File: config.mk
export PLATFORM = sky130hd
export DESIGN_NAME = piso_tx
export DESIGN_NICKNAME = d
export VERILOG_FILES = /design/src/rtl/piso_pkg.sv /design/src/rtl/piso_tx.sv
export SDC_FILE = /design/constraint.sdc
export NUM_CORES = 1
export LEC_CHECK = 0
export BUFFER_PORTS_ARGS = -buffer_cell sky130_fd_sc_hd__buf_4
export CORE_AREA = 4 4 41 43
export CTS_CLUSTER_SIZE = 24
export DETAILED_ROUTE_END_ITERATION = 12
export DIE_AREA = 0 0 45 47
export PLACE_DENSITY = 0.68
export SLEW_MARGIN = 20
export SYNTH_ARGS = -nofsm -noshare
export SYNTH_HDL_FRONTEND = slang
export SYNTH_SLANG_ARGS = --single-unit
File: constraint.sdc
create_clock -name clk -period 1.8 [get_ports clk]
set_input_delay 0.36 -clock clk [delete_from_list [all_inputs] [get_ports clk]]
set_output_delay 0.36 -clock clk [all_outputs]
set_load 0.01 [all_outputs]
File: src/rtl/piso_pkg.sv
// Shared state encoding and frame sizing helpers for the piso_tx serializer.
package piso_pkg;

    localparam int DEFAULT_WIDTH = 4;

    typedef enum logic {
        IDLE  = 1'b0,
        SHIFT = 1'b1
    } piso_state_e;

    function automatic int frame_len(input int width, input bit parity);
        return parity ? width + 1 : width;
    endfunction

endpackage

File: src/rtl/piso_tx.sv
// Parallel-in serial-out transmitter with frame-start and last-bit markers.
// Define PISO_TX_PARITY_EN to append an even-parity bit to every frame.
module piso_tx
    import piso_pkg::*;
#(
    parameter int WIDTH     = DEFAULT_WIDTH,
    parameter int MSB_FIRST = 0
) (
    input  logic             clk,
    input  logic             rst,
    input  logic             load_valid,
    input  logic [WIDTH-1:0] load_data,
    output logic             load_ready,
    output logic             out_bit,
    output logic             out_valid,
    output logic             out_first,
    output logic             out_last
);

`ifdef PISO_TX_PARITY_EN
    localparam bit PARITY_EN = 1'b1;
`else
    localparam bit PARITY_EN = 1'b0;
`endif

    localparam int FRAME_LEN = frame_len(WIDTH, PARITY_EN);
    localparam int CNT_W     = $clog2(FRAME_LEN + 1);
    localparam logic [CNT_W-1:0] LAST_CNT     = CNT_W'(FRAME_LEN - 1);
    localparam logic [CNT_W-1:0] PRE_LAST_CNT = CNT_W'(FRAME_LEN - 2);

    piso_state_e          state_q, state_d;
    logic [CNT_W-1:0]     cnt_q, cnt_d;
    logic [FRAME_LEN-1:0] shreg_q, shreg_d;
    logic [FRAME_LEN-1:0] frame;
    logic                 out_bit_q, out_bit_d;
    logic                 out_valid_q, out_valid_d;
    logic                 out_first_q, out_first_d;
    logic                 out_last_q, out_last_d;
    logic                 accept;

    assign load_ready = (state_q == IDLE) || ((state_q == SHIFT) && (cnt_q == LAST_CNT));
    assign accept     = load_valid && load_ready;

    // Frame laid out in transmit order: frame[0] goes on the wire first.
    always_comb begin
        frame = '0;
        for (int i = 0; i < WIDTH; i++) begin
            frame[i] = (MSB_FIRST != 0) ? load_data[WIDTH-1-i] : load_data[i];
        end
`ifdef PISO_TX_PARITY_EN
        frame[WIDTH] = ^load_data;
`endif
    end

    always_comb begin
        state_d     = state_q;
        cnt_d       = cnt_q;
        shreg_d     = shreg_q;
        out_bit_d   = 1'b0;
        out_valid_d = 1'b0;
        out_first_d = 1'b0;
        out_last_d  = 1'b0;

        if (accept) begin
            state_d     = SHIFT;
            cnt_d       = '0;
            shreg_d     = frame >> 1;
            out_bit_d   = frame[0];
            out_valid_d = 1'b1;
            out_first_d = 1'b1;
        end else if ((state_q == SHIFT) && (cnt_q != LAST_CNT)) begin
            cnt_d       = cnt_q + 1'b1;
            shreg_d     = shreg_q >> 1;
            out_bit_d   = shreg_q[0];
            out_valid_d = 1'b1;
            out_last_d  = (cnt_q == PRE_LAST_CNT);
        end else if (state_q == SHIFT) begin
            state_d = IDLE;
            cnt_d   = '0;
            shreg_d = '0;
        end
    end

    always_ff @(posedge clk) begin
        if (rst) begin
            state_q     <= IDLE;
            cnt_q       <= '0;
            shreg_q     <= '0;
            out_bit_q   <= 1'b0;
            out_valid_q <= 1'b0;
            out_first_q <= 1'b0;
            out_last_q  <= 1'b0;
        end else begin
            state_q     <= state_d;
            cnt_q       <= cnt_d;
            shreg_q     <= shreg_d;
            out_bit_q   <= out_bit_d;
            out_valid_q <= out_valid_d;
            out_first_q <= out_first_d;
            out_last_q  <= out_last_d;
        end
    end

    assign out_bit   = out_bit_q;
    assign out_valid = out_valid_q;
    assign out_first = out_first_q;
    assign out_last  = out_last_q;

endmodule
==> results.py, run 1 <==
metrics = {
    "sta": {
        "finalClockSkew_ps": 1.67,
        "setup_viol": 0,
        "timing.final.max_slew_violations": 0,
        "whs_ps": 356,
        "timing.final.crit_period_ps": 1740,
        "final_min_period_over_clock_period": 0.967,
        "grt_setup_unrepaired": "false",
        "setup_tns_ps": 0,
        "number_of_hold_violations_in_the_final_report": 0,
        "timing.slew.headroom": 0.755,
        "tightest_slew_ps": 366,
        "max_freq_mhz": 575,
    },
    "critical_path": {
        "cp_data_arrival_time_ps": 1380,
        "timing_worst_setup_path_type": "reg -> out",
        "timing.critical_path.required_ps": 1440,
        "type_of_element_launching_the_critical_path": "register",
        "standard_cell_with_the_maximum_stage_delay_on_the_critical_path": "sky130_fd_sc_hd__dfxtp_2",
        "ff_to_ff_setup_slack_ps": 350,
        "r2r_cells": 6,
        "timing.critical_path.cells": "ha_2 -> ha_2 -> and2b_4 -> inv_4 -> buf_4",
        "cpPeakStageDelay_ps": 340,
        "critical_path.max_fanout": 5,
        "r2r_start": "cnt_q[1]",
        "crit_top_cell": "sky130_fd_sc_hd__ha_2",
        "cp-end-kind": "primary output",
        "timing.rr.end": "shreg_q[1]",
    },
    "die": {
        "initial_utilization": 0.388,
        "coreArea_um2": 1300,
        "die_w_um": 45,
        "ios": 12,
        "die-area_um2": 2120,
        "fp-row-count": 13,
        "die_h_um": 47,
    },
    "yosys": {
        "synth_area_leader_cell": "sky130_fd_sc_hd__dfxtp_1",
        "synth-warning-count": 0,
        "synthArstFlopShare": 0,
        "post-synth-top-count-cell": "sky130_fd_sc_hd__dfxtp_1",
        "seq_area_frac_synth": 0.437,
        "synth_top_cells_by_area": "sky130_fd_sc_hd__dfxtp_1 44%, sky130_fd_sc_hd__ha_1 7.4%, sky130_fd_sc_hd__nor2_1 6.0%",
        "number_of_synthesized_flops_with_an_enable_pin": 0,
        "syn-instance-count": 52,
        "ys.flop_type": "sky130_fd_sc_hd__dfxtp_1",
        "yosysTopAreaCellShare": 0.437,
        "ffs_latches_synth": 11,
        "mapped_avg_cell_area_um2": 9.70,
        "synth.lib_cells_used.distinct": 21,
        "mappedNetlistArea_um2": 504,
        "top_cells_by_count_synth": "11 x sky130_fd_sc_hd__dfxtp_1, 8 x sky130_fd_sc_hd__nor2_1, 5 x sky130_fd_sc_hd__inv_1",
        "synth_fp_nets": 62,
    },
    "cells_and_area": {
        "final_cell_area_um2": 638,
        "post_route_cells_drive_above_1_share": 0.373,
        "instances_no_fill": 82,
        "utilization": 0.490,
        "diode_insertion_count_for_antenna_repair": 0,
        "syn_to_final_growth_pct": 26.6,
        "num-nets-final": 78,
        "filler_cells_inserted": 136,
    },
    "clock_tree": {
        "clock_tree.buffer_depth": 2,
        "postCtsHoldBufs": 0,
        "clock_tree.htree_level_count": 1,
        "cts_buf_count": 3,
        "cts-root-buf": "sky130_fd_sc_hd__clkbuf_4",
        "worst_skew_pair_latency_ps": 260,
        "clock_tree_sinks": 11,
        "tritoncts": "done",
        "clkTransAtPathRegs_ps": 70,
    },
    "run": {
        "cap_violations": 0,
    },
    "placement": {
        "io_buffers": 11,
        "placed_area_um2": 583,
        "gp_congestion": 0.726,
        "post-place-cells": 75,
        "hpwlAfterDp_um": 646,
    },
    "route": {
        "antenna_violating_nets_post_route": 0,
        "firstDrtPassIters": 4,
        "routed-via-count": 413,
        "postRouteWirelength_um": 973,
        "drc": 0,
        "detail_route.iter0.violations": 9,
        "drt-wirelength-per-cell_um": 11.9,
        "vias_per_cell": 5.04,
    },
    "min_path": {
        "worst_hold_path_type": "in -> reg",
        "worstHoldEndpoint": "shreg_q[1]",
        "timing.hold.worst.start": "rst",
        "timing.hold.worst_path_depth": 2,
    },
    "grt": {
        "antenna_found_initial": 0,
        "first_global_vias": 381,
        "wire_length_of_the_first_global_routing_pass_mm": 1.65,
        "total_routing_usage_reported_by_global_routing": 0.111,
        "pin_count_of_the_biggest_net_entering_global_routing": 15,
        "globalRoute.totalOverflow": 0,
    },
    "power": {
        "power-per-cell-area_nw_per_um2": 789,
        "leakagePower_nw": 0.274,
        "vdd.ir_drop.worst_v": 0.000350,
    },
    "outcome": {
        "run_status": "finished clean",
    },
}
==> cell type report <==
cell class	count	area, um2	area share
clock buffer	4	26.3	0.0412
inverter	6	25.0	0.0392
multi-input combinational	32	241	0.378
sequential	11	221	0.347
tap	15	18.8	0.0294
timing repair buffer	14	105	0.165
==> worst max-delay path by stage <==
stage | start | end | slack, ps | depth (start not counted)
2_1_floorplan | cnt_q[0] | load_ready | 390 | 4
3_3_place_gp | cnt_q[0] | load_ready | 230 | 5
3_5_place_dp | cnt_q[0] | load_ready | 210 | 5
4_1_cts | cnt_q[0] | load_ready | 30 | 5
5_1_grt | cnt_q[0] | load_ready | 10 | 5
6_report | cnt_q[0] | load_ready | 60 | 5
==> cells in the final DEF, fill, tap and decap left out, drive strengths merged <==
cell type	Yosys	layout
a21oi	2	2
dfxtp	11	11
o21a	1	1
clkbuf	1	4
nand2	1	1
o32a	2	2
a21o	2	2
ha	3	3
buf	2	14
and2b	1	1
nor3b	2	2
nor2	8	8
a32oi	2	2
a211oi	2	2
inv	6	6
mux2i	1	1
nand3	2	2
nor4b	1	1
nor3	2	2
==> registers in the layout, summed over array words and instances, names as in the netlist <==
name,cells
cnt_q,3
shreg_q,3
out_bit,1
out_first,1
out_last,1
out_valid,1
state_q,1
==> power breakdown <==
part	leakage, nW	switching (mW)	internal [mW]
logic	0.168	0.0340	0.0375
registers	0.0908	0.0102	0.257
clock network	0.0150	0.0798	0.0857
==> per-stage QoR <==
step / setup slack [ps] / power, mW
after floorplan: 385 / 0.316
after global placement: 227 / 0.339
after detailed placement: 210 / 0.340
after CTS: 30.0 / 0.512
after global routing: 9.75 / 0.537
final: 59.6 / 0.504
==> logic make-up (layout without fill, tap and decap cells) <==
family,after synthesis,in the layout,synth area share
buf+inv,9,24,0.0943
mux,1,1,0.0199
simple gates,17,17,0.186
flops,11,11,0.437
fa+ha+maj,3,3,0.0744
compound gates,11,11,0.189
==> worst max-delay path, delay by kind of cell, from the launching register on <==
family	cells	cell delay, ps
flops	1	340
fa+ha+maj	2	340
buf+inv	2	180
simple gates	1	260
==> layer usage <==
metal / track usage / wire length [um] / vias up
li1: - / - / 208
met4: 0.0877 / 11 / 0
met5: 0 / 0 / -
met2: 0.164 / 460 / 8
met3: 0.0383 / 69 / 2
met1: 0.131 / 432 / 195
==> repair_timing <==
item / CTS / global route
buffers inserted: 2 / 1
hold endpoints to repair: 0 / 0
resized for setup: 2 / 1
endpoints found under the setup margin: 1 / 1
No activity file was read; power rests on OpenSTA's default activity.
==> inputs of run 2 (changes only) <==
--- a/config.mk
+++ b/config.mk
@@ -5,12 +5,12 @@
 export SDC_FILE = /design/constraint.sdc
 export NUM_CORES = 1
 export LEC_CHECK = 0
-export BUFFER_PORTS_ARGS = -buffer_cell sky130_fd_sc_hd__buf_4
 export CORE_AREA = 4 4 41 43
 export CTS_CLUSTER_SIZE = 24
 export DETAILED_ROUTE_END_ITERATION = 12
 export DIE_AREA = 0 0 45 47
-export PLACE_DENSITY = 0.68
+export DONT_BUFFER_PORTS = 1
+export PLACE_DENSITY = 0.6
 export SLEW_MARGIN = 20
 export SYNTH_ARGS = -nofsm -noshare
 export SYNTH_HDL_FRONTEND = slang
==> results.py, run 2 (synthesis results as in run 1) <==
metrics = {
    "sta": {
        "max_freq_mhz": 582,
        "timing.final.crit_period_ps": 1720,
        "finalClockSkew_ps": 3.79,
        "timing.final.max_slew_violations": 0,
        "number_of_hold_violations_in_the_final_report": 0,
        "timing.slew.headroom": 0.779,
        "final_min_period_over_clock_period": 0.955,
        "tightest_slew_ps": 331,
        "setup_tns_ps": 0,
        "grt_setup_unrepaired": "false",
        "setup_viol": 0,
    },
    "die": {
        "ios": 12,
        "coreArea_um2": 1300,
        "initial_utilization": 0.388,
        "fp-row-count": 13,
        "die-area_um2": 2120,
        "die_h_um": 47,
        "die_w_um": 45,
    },
    "route": {
        "vias_per_cell": 5.24,
        "antenna_violating_nets_post_route": 0,
        "detail_route.iter0.violations": 9,
        "drt-wirelength-per-cell_um": 13.0,
        "postRouteWirelength_um": 881,
        "routed-via-count": 356,
        "drc": 0,
        "firstDrtPassIters": 4,
    },
    "placement": {
        "io_buffers": 0,
        "placed_area_um2": 500,
        "hpwlAfterDp_um": 633,
        "gp_congestion": 0.712,
    },
    "cells_and_area": {
        "final_common_cell": "sky130_fd_sc_hd__dfxtp_1",
        "diode_insertion_count_for_antenna_repair": 0,
        "syn_to_final_growth_pct": 4.96,
        "final_cell_area_um2": 529,
        "post_route_cells_drive_above_1_share": 0.170,
        "most-common-layout-cells": "11 x sky130_fd_sc_hd__dfxtp_1, 8 x sky130_fd_sc_hd__nor2_1, 5 x sky130_fd_sc_hd__inv_1",
        "reg_top3": "cnt_q (3), shreg_q (3)",
        "num-nets-final": 64,
    },
    "critical_path": {
        "timing.rr.end": "cnt_q[2]",
        "cpPeakStageDelay_ps": 330,
        "r2r_start": "cnt_q[0]",
        "timing.critical_path.required_ps": 1440,
        "timing_worst_setup_path_type": "reg -> out",
        "timing.critical_path.cells": "ha_1 -> ha_2 -> and2b_4 -> inv_4",
        "critical_path.max_fanout": 6,
        "standard_cell_with_the_maximum_stage_delay_on_the_critical_path": "sky130_fd_sc_hd__dfxtp_1",
        "ff_to_ff_setup_slack_ps": 410,
        "cp-end-kind": "primary output",
        "type_of_element_launching_the_critical_path": "register",
        "cp_data_arrival_time_ps": 1360,
        "r2r_cells": 6,
    },
    "power": {
        "power-per-cell-area_nw_per_um2": 890,
        "total_power_mw": 0.471,
        "vdd.ir_drop.worst_v": 0.000543,
        "leakagePower_nw": 0.206,
    },
    "run": {
        "cap_violations": 0,
    },
    "clock_tree": {
        "clkTransAtPathRegs_ps": 70,
        "clock_tree.htree_level_count": 1,
        "clock_tree.buffer_depth": 2,
        "post-cts-setup-buffer-count": 0,
        "worst_skew_pair_latency_ps": 260,
        "cts_buf_count": 3,
        "postCtsHoldBufs": 0,
        "cts-root-buf": "sky130_fd_sc_hd__clkbuf_4",
        "tritoncts": "done",
        "clock_tree_sinks": 11,
        "post_cts_resized": 0,
    },
    "outcome": {
        "run_status": "finished clean",
    },
    "min_path": {
        "timing.hold.worst_path_depth": 1,
        "worstHoldEndpoint": "shreg_q[1]",
        "timing.hold.worst.start": "rst",
        "worst_hold_path_type": "in -> reg",
    },
    "grt": {
        "first_global_vias": 347,
        "pin_count_of_the_biggest_net_entering_global_routing": 15,
        "antenna_found_initial": 0,
        "wire_length_of_the_first_global_routing_pass_mm": 1.50,
        "globalRoute.totalOverflow": 0,
        "total_routing_usage_reported_by_global_routing": 0.101,
    },
}
run 2: changes by cell type in the layout (fill, tap and decap cells not counted), sizes merged:
cell / previous run / this run
buf: 14 / 0
run 2: layer usage:
metal  vias up  GRT usage  part of all wire
met5         -          0                 0
met4         0     0.0526             0.014
met2        11      0.141              0.40
met3         2     0.0575              0.11
li1        184          -                 -
met1       159      0.122              0.48
run 2: per-stage QoR:
step / std cells / worst slack [ps] / hold slack [ps] / utilization
4_1_cts: 68 / 22.5 / 147 / 0.405
6_report: 68 / 81.2 / 157 / 0.407
2_1_floorplan: 52 / 385 / 413 / -
3_3_place_gp: 64 / 351 / 425 / 0.385
5_1_grt: 68 / 11.5 / 140 / 0.407
3_5_place_dp: 64 / 324 / 428 / 0.385
run 2: worst max path at each step:
stage                        start         end  slack [ps]  cells after the start
after floorplan           cnt_q[0]  load_ready         390                      4
after global placement    cnt_q[0]  load_ready         350                      4
after detailed placement  cnt_q[0]  load_ready         320                      4
after CTS                 cnt_q[0]  load_ready          20                      4
after global routing      cnt_q[0]  load_ready          10                      4
final                     cnt_q[0]  load_ready          80                      4
run 2: power by group:
group / switching, mW / internal [mW]
clock: 0.0781 / 0.0855
sequential: 0.0122 / 0.256
combinational: 0.0183 / 0.0204
run 2: worst max-delay path: cells and delay by family, from the launching register on:
family / cells / cell delay, ps
simple gates: 1 / 300
flops: 1 / 330
fa+ha+maj: 2 / 400
buf+inv: 1 / 60
run 2: final cells by class:
type	instances	area [um2]
well taps	15	18.8
flip-flops and latches	11	220
multi-input cells	32	239
clock buffers	4	26.3
fillers	144	772
inverters	6	25.0
==> inputs of run 3 (changes only) <==
--- a/config.mk
+++ b/config.mk
@@ -5,12 +5,15 @@
 export SDC_FILE = /design/constraint.sdc
 export NUM_CORES = 1
 export LEC_CHECK = 0
+export CELL_PAD_IN_SITES_DETAIL_PLACEMENT = 0
+export CELL_PAD_IN_SITES_GLOBAL_PLACEMENT = 1
 export CORE_AREA = 4 4 41 43
 export CTS_CLUSTER_SIZE = 24
 export DETAILED_ROUTE_END_ITERATION = 12
 export DIE_AREA = 0 0 45 47
 export DONT_BUFFER_PORTS = 1
-export PLACE_DENSITY = 0.6
+export PLACE_DENSITY = 0.73
+export RECOVER_POWER = 100
 export SLEW_MARGIN = 20
 export SYNTH_ARGS = -nofsm -noshare
 export SYNTH_HDL_FRONTEND = slang
==> constraint.sdc (replaced) <==
create_clock -name clk -period 1.7 [get_ports clk]
set_input_delay 0.34 -clock clk [delete_from_list [all_inputs] [get_ports clk]]
set_output_delay 0.34 -clock clk [all_outputs]
set_load 0.01 [all_outputs]
==> results.py, run 3 (synthesis results as in run 1) <==
metrics = {
    "cells_and_area": {
        "layout.area.seq_um2": 221,
        "post_route_cells_drive_above_1_share": 0.204,
        "syn_to_final_growth_pct": 8.44,
        "reg_top3": "cnt_q (3), shreg_q (3)",
        "filler_cells_inserted": 140,
        "diode_insertion_count_for_antenna_repair": 0,
        "total_area_of_multi_input_combinational_cells_um2": 251,
        "num-nets-final": 65,
        "most-common-layout-cells": "10 x sky130_fd_sc_hd__dfxtp_1, 8 x sky130_fd_sc_hd__nor2_1, 5 x sky130_fd_sc_hd__inv_1",
        "final_common_cell": "sky130_fd_sc_hd__dfxtp_1",
    },
    "grt": {
        "globalRoute.totalOverflow": 0,
        "pin_count_of_the_biggest_net_entering_global_routing": 15,
        "first_global_vias": 355,
        "total_routing_usage_reported_by_global_routing": 0.106,
        "antenna_found_initial": 0,
        "wire_length_of_the_first_global_routing_pass_mm": 1.53,
    },
    "sta": {
        "max_freq_mhz": 619,
        "number_of_hold_violations_in_the_final_report": 0,
        "whs_ps": 130,
        "grt_setup_unrepaired": "false",
        "timing.final.max_slew_violations": 0,
        "timing.slew.headroom": 0.769,
        "finalClockSkew_ps": 1.57,
        "setup_tns_ps": 0,
        "timing.final.crit_period_ps": 1620,
        "setup_viol": 0,
        "tightest_slew_ps": 346,
        "final_min_period_over_clock_period": 0.950,
        "final.setup.worst_slack_ps": 84.7,
    },
    "critical_path": {
        "timing.critical_path.required_ps": 1360,
        "critical_path.max_fanout": 5,
        "timing_worst_setup_path_type": "reg -> out",
        "cp-end-kind": "primary output",
        "cpPeakStageDelay_ps": 330,
        "cp_data_arrival_time_ps": 1280,
        "timing.critical_path.cells": "ha_2 -> ha_4 -> and2b_4 -> inv_4",
        "standard_cell_with_the_maximum_stage_delay_on_the_critical_path": "sky130_fd_sc_hd__dfxtp_2",
        "type_of_element_launching_the_critical_path": "register",
    },
    "run": {
        "cap_violations": 0,
    },
    "die": {
        "die_w_um": 45,
        "die_h_um": 47,
        "ios": 12,
        "initial_utilization": 0.388,
        "die-area_um2": 2120,
        "fp-row-count": 13,
        "coreArea_um2": 1300,
    },
    "power": {
        "vdd.ir_drop.worst_v": 0.000511,
        "leakagePower_nw": 0.207,
        "power-per-cell-area_nw_per_um2": 921,
    },
    "route": {
        "firstDrtPassIters": 4,
        "drc": 0,
        "drt-wirelength-per-cell_um": 13.3,
        "antenna_violating_nets_post_route": 0,
        "routed-via-count": 352,
        "vias_per_cell": 5.10,
        "postRouteWirelength_um": 919,
        "detail_route.iter0.violations": 5,
    },
    "min_path": {
        "worst_hold_path_type": "in -> reg",
    },
    "clock_tree": {
        "clock_tree.htree_level_count": 1,
        "cts-root-buf": "sky130_fd_sc_hd__clkbuf_4",
        "worst_skew_pair_latency_ps": 260,
        "tritoncts": "done",
        "clock_tree.buffer_depth": 2,
        "clkTransAtPathRegs_ps": 70,
        "clock_tree_sinks": 11,
        "cts_buf_count": 3,
    },
    "placement": {
        "io_buffers": 0,
        "hpwlAfterDp_um": 629,
        "gp_congestion": 0.687,
        "post-place-ws_ps": 232,
    },
    "outcome": {
        "run_status": "finished clean",
    },
}
-- run 3: cell types whose count changed in the layout (fill, tap and decap cells not counted), sizes merged --
cell / delta
clkbuf: +1
-- run 3: metrics by stage --
stage / area (um2) / power, mW / cells / utilization
floorplan: 504 / 0.335 / 52 / -
global placement: 500 / 0.331 / 64 / 0.385
detailed placement: 500 / 0.332 / 64 / 0.385
CTS: 537 / 0.515 / 69 / 0.413
global route: 547 / 0.533 / 69 / 0.420
finish: 547 / 0.504 / 69 / 0.420
-- run 3: worst max-delay path, delay by kind of cell (launching register included) --
family / cells / cell delay [ps]
adders and majority gates: 2 / 360
and+or+nand+nor: 1 / 260
buffers and inverters: 1 / 50
DFF: 1 / 330
-- run 3: timing repair --
item | in CTS | in global routing
resized for setup | 1 | 3
hold buffers | 0 | 0
setup endpoints to repair | 1 | 1
buffers inserted | 1 | 0
pin swaps | 0 | 0
-- run 3: routing by layer --
| metal | routed length [um] | part of all wire | vias up | GRT usage |
|---|---|---|---|---|
| met2 | 332 | 0.36 | 14 | 0.141 |
| li1 | - | - | 182 | - |
| met5 | 0 | 0 | - | 0 |
| met1 | 468 | 0.51 | 154 | 0.126 |
| met3 | 113 | 0.12 | 2 | 0.0766 |
| met4 | 5 | 0.0054 | 0 | 0.0526 |
-- run 3: final timing paths --
| path | end | startpoint | slack (ps) | cells past startpoint |
|---|---|---|---|---|
| min | shreg_q[0] | rst | 130 | 1 |
| max | load_ready | cnt_q[0] | 80 | 4 |
| max reg2reg | shreg_q[1] | cnt_q[0] | 180 | 6 |
| min reg2reg | out_bit | shreg_q[0] | 450 | 2 |
-- run 3: area by class of cell --
class | count | area share
clock buffers | 4 | 0.0481
inverters | 6 | 0.0458
well taps | 15 | 0.0343
repair buffers | 1 | 0.00686
multi-input cells | 32 | 0.460
flip-flops and latches | 11 | 0.405
-- run 3: where the power goes --
part           total [mW]  internal, mW  switching, mW  leakage, nW
Sequential          0.285         0.272         0.0132       0.0908
Combinational      0.0432        0.0225         0.0207        0.101
Clock               0.176        0.0908         0.0848       0.0150
Total               0.504         0.385          0.119        0.207
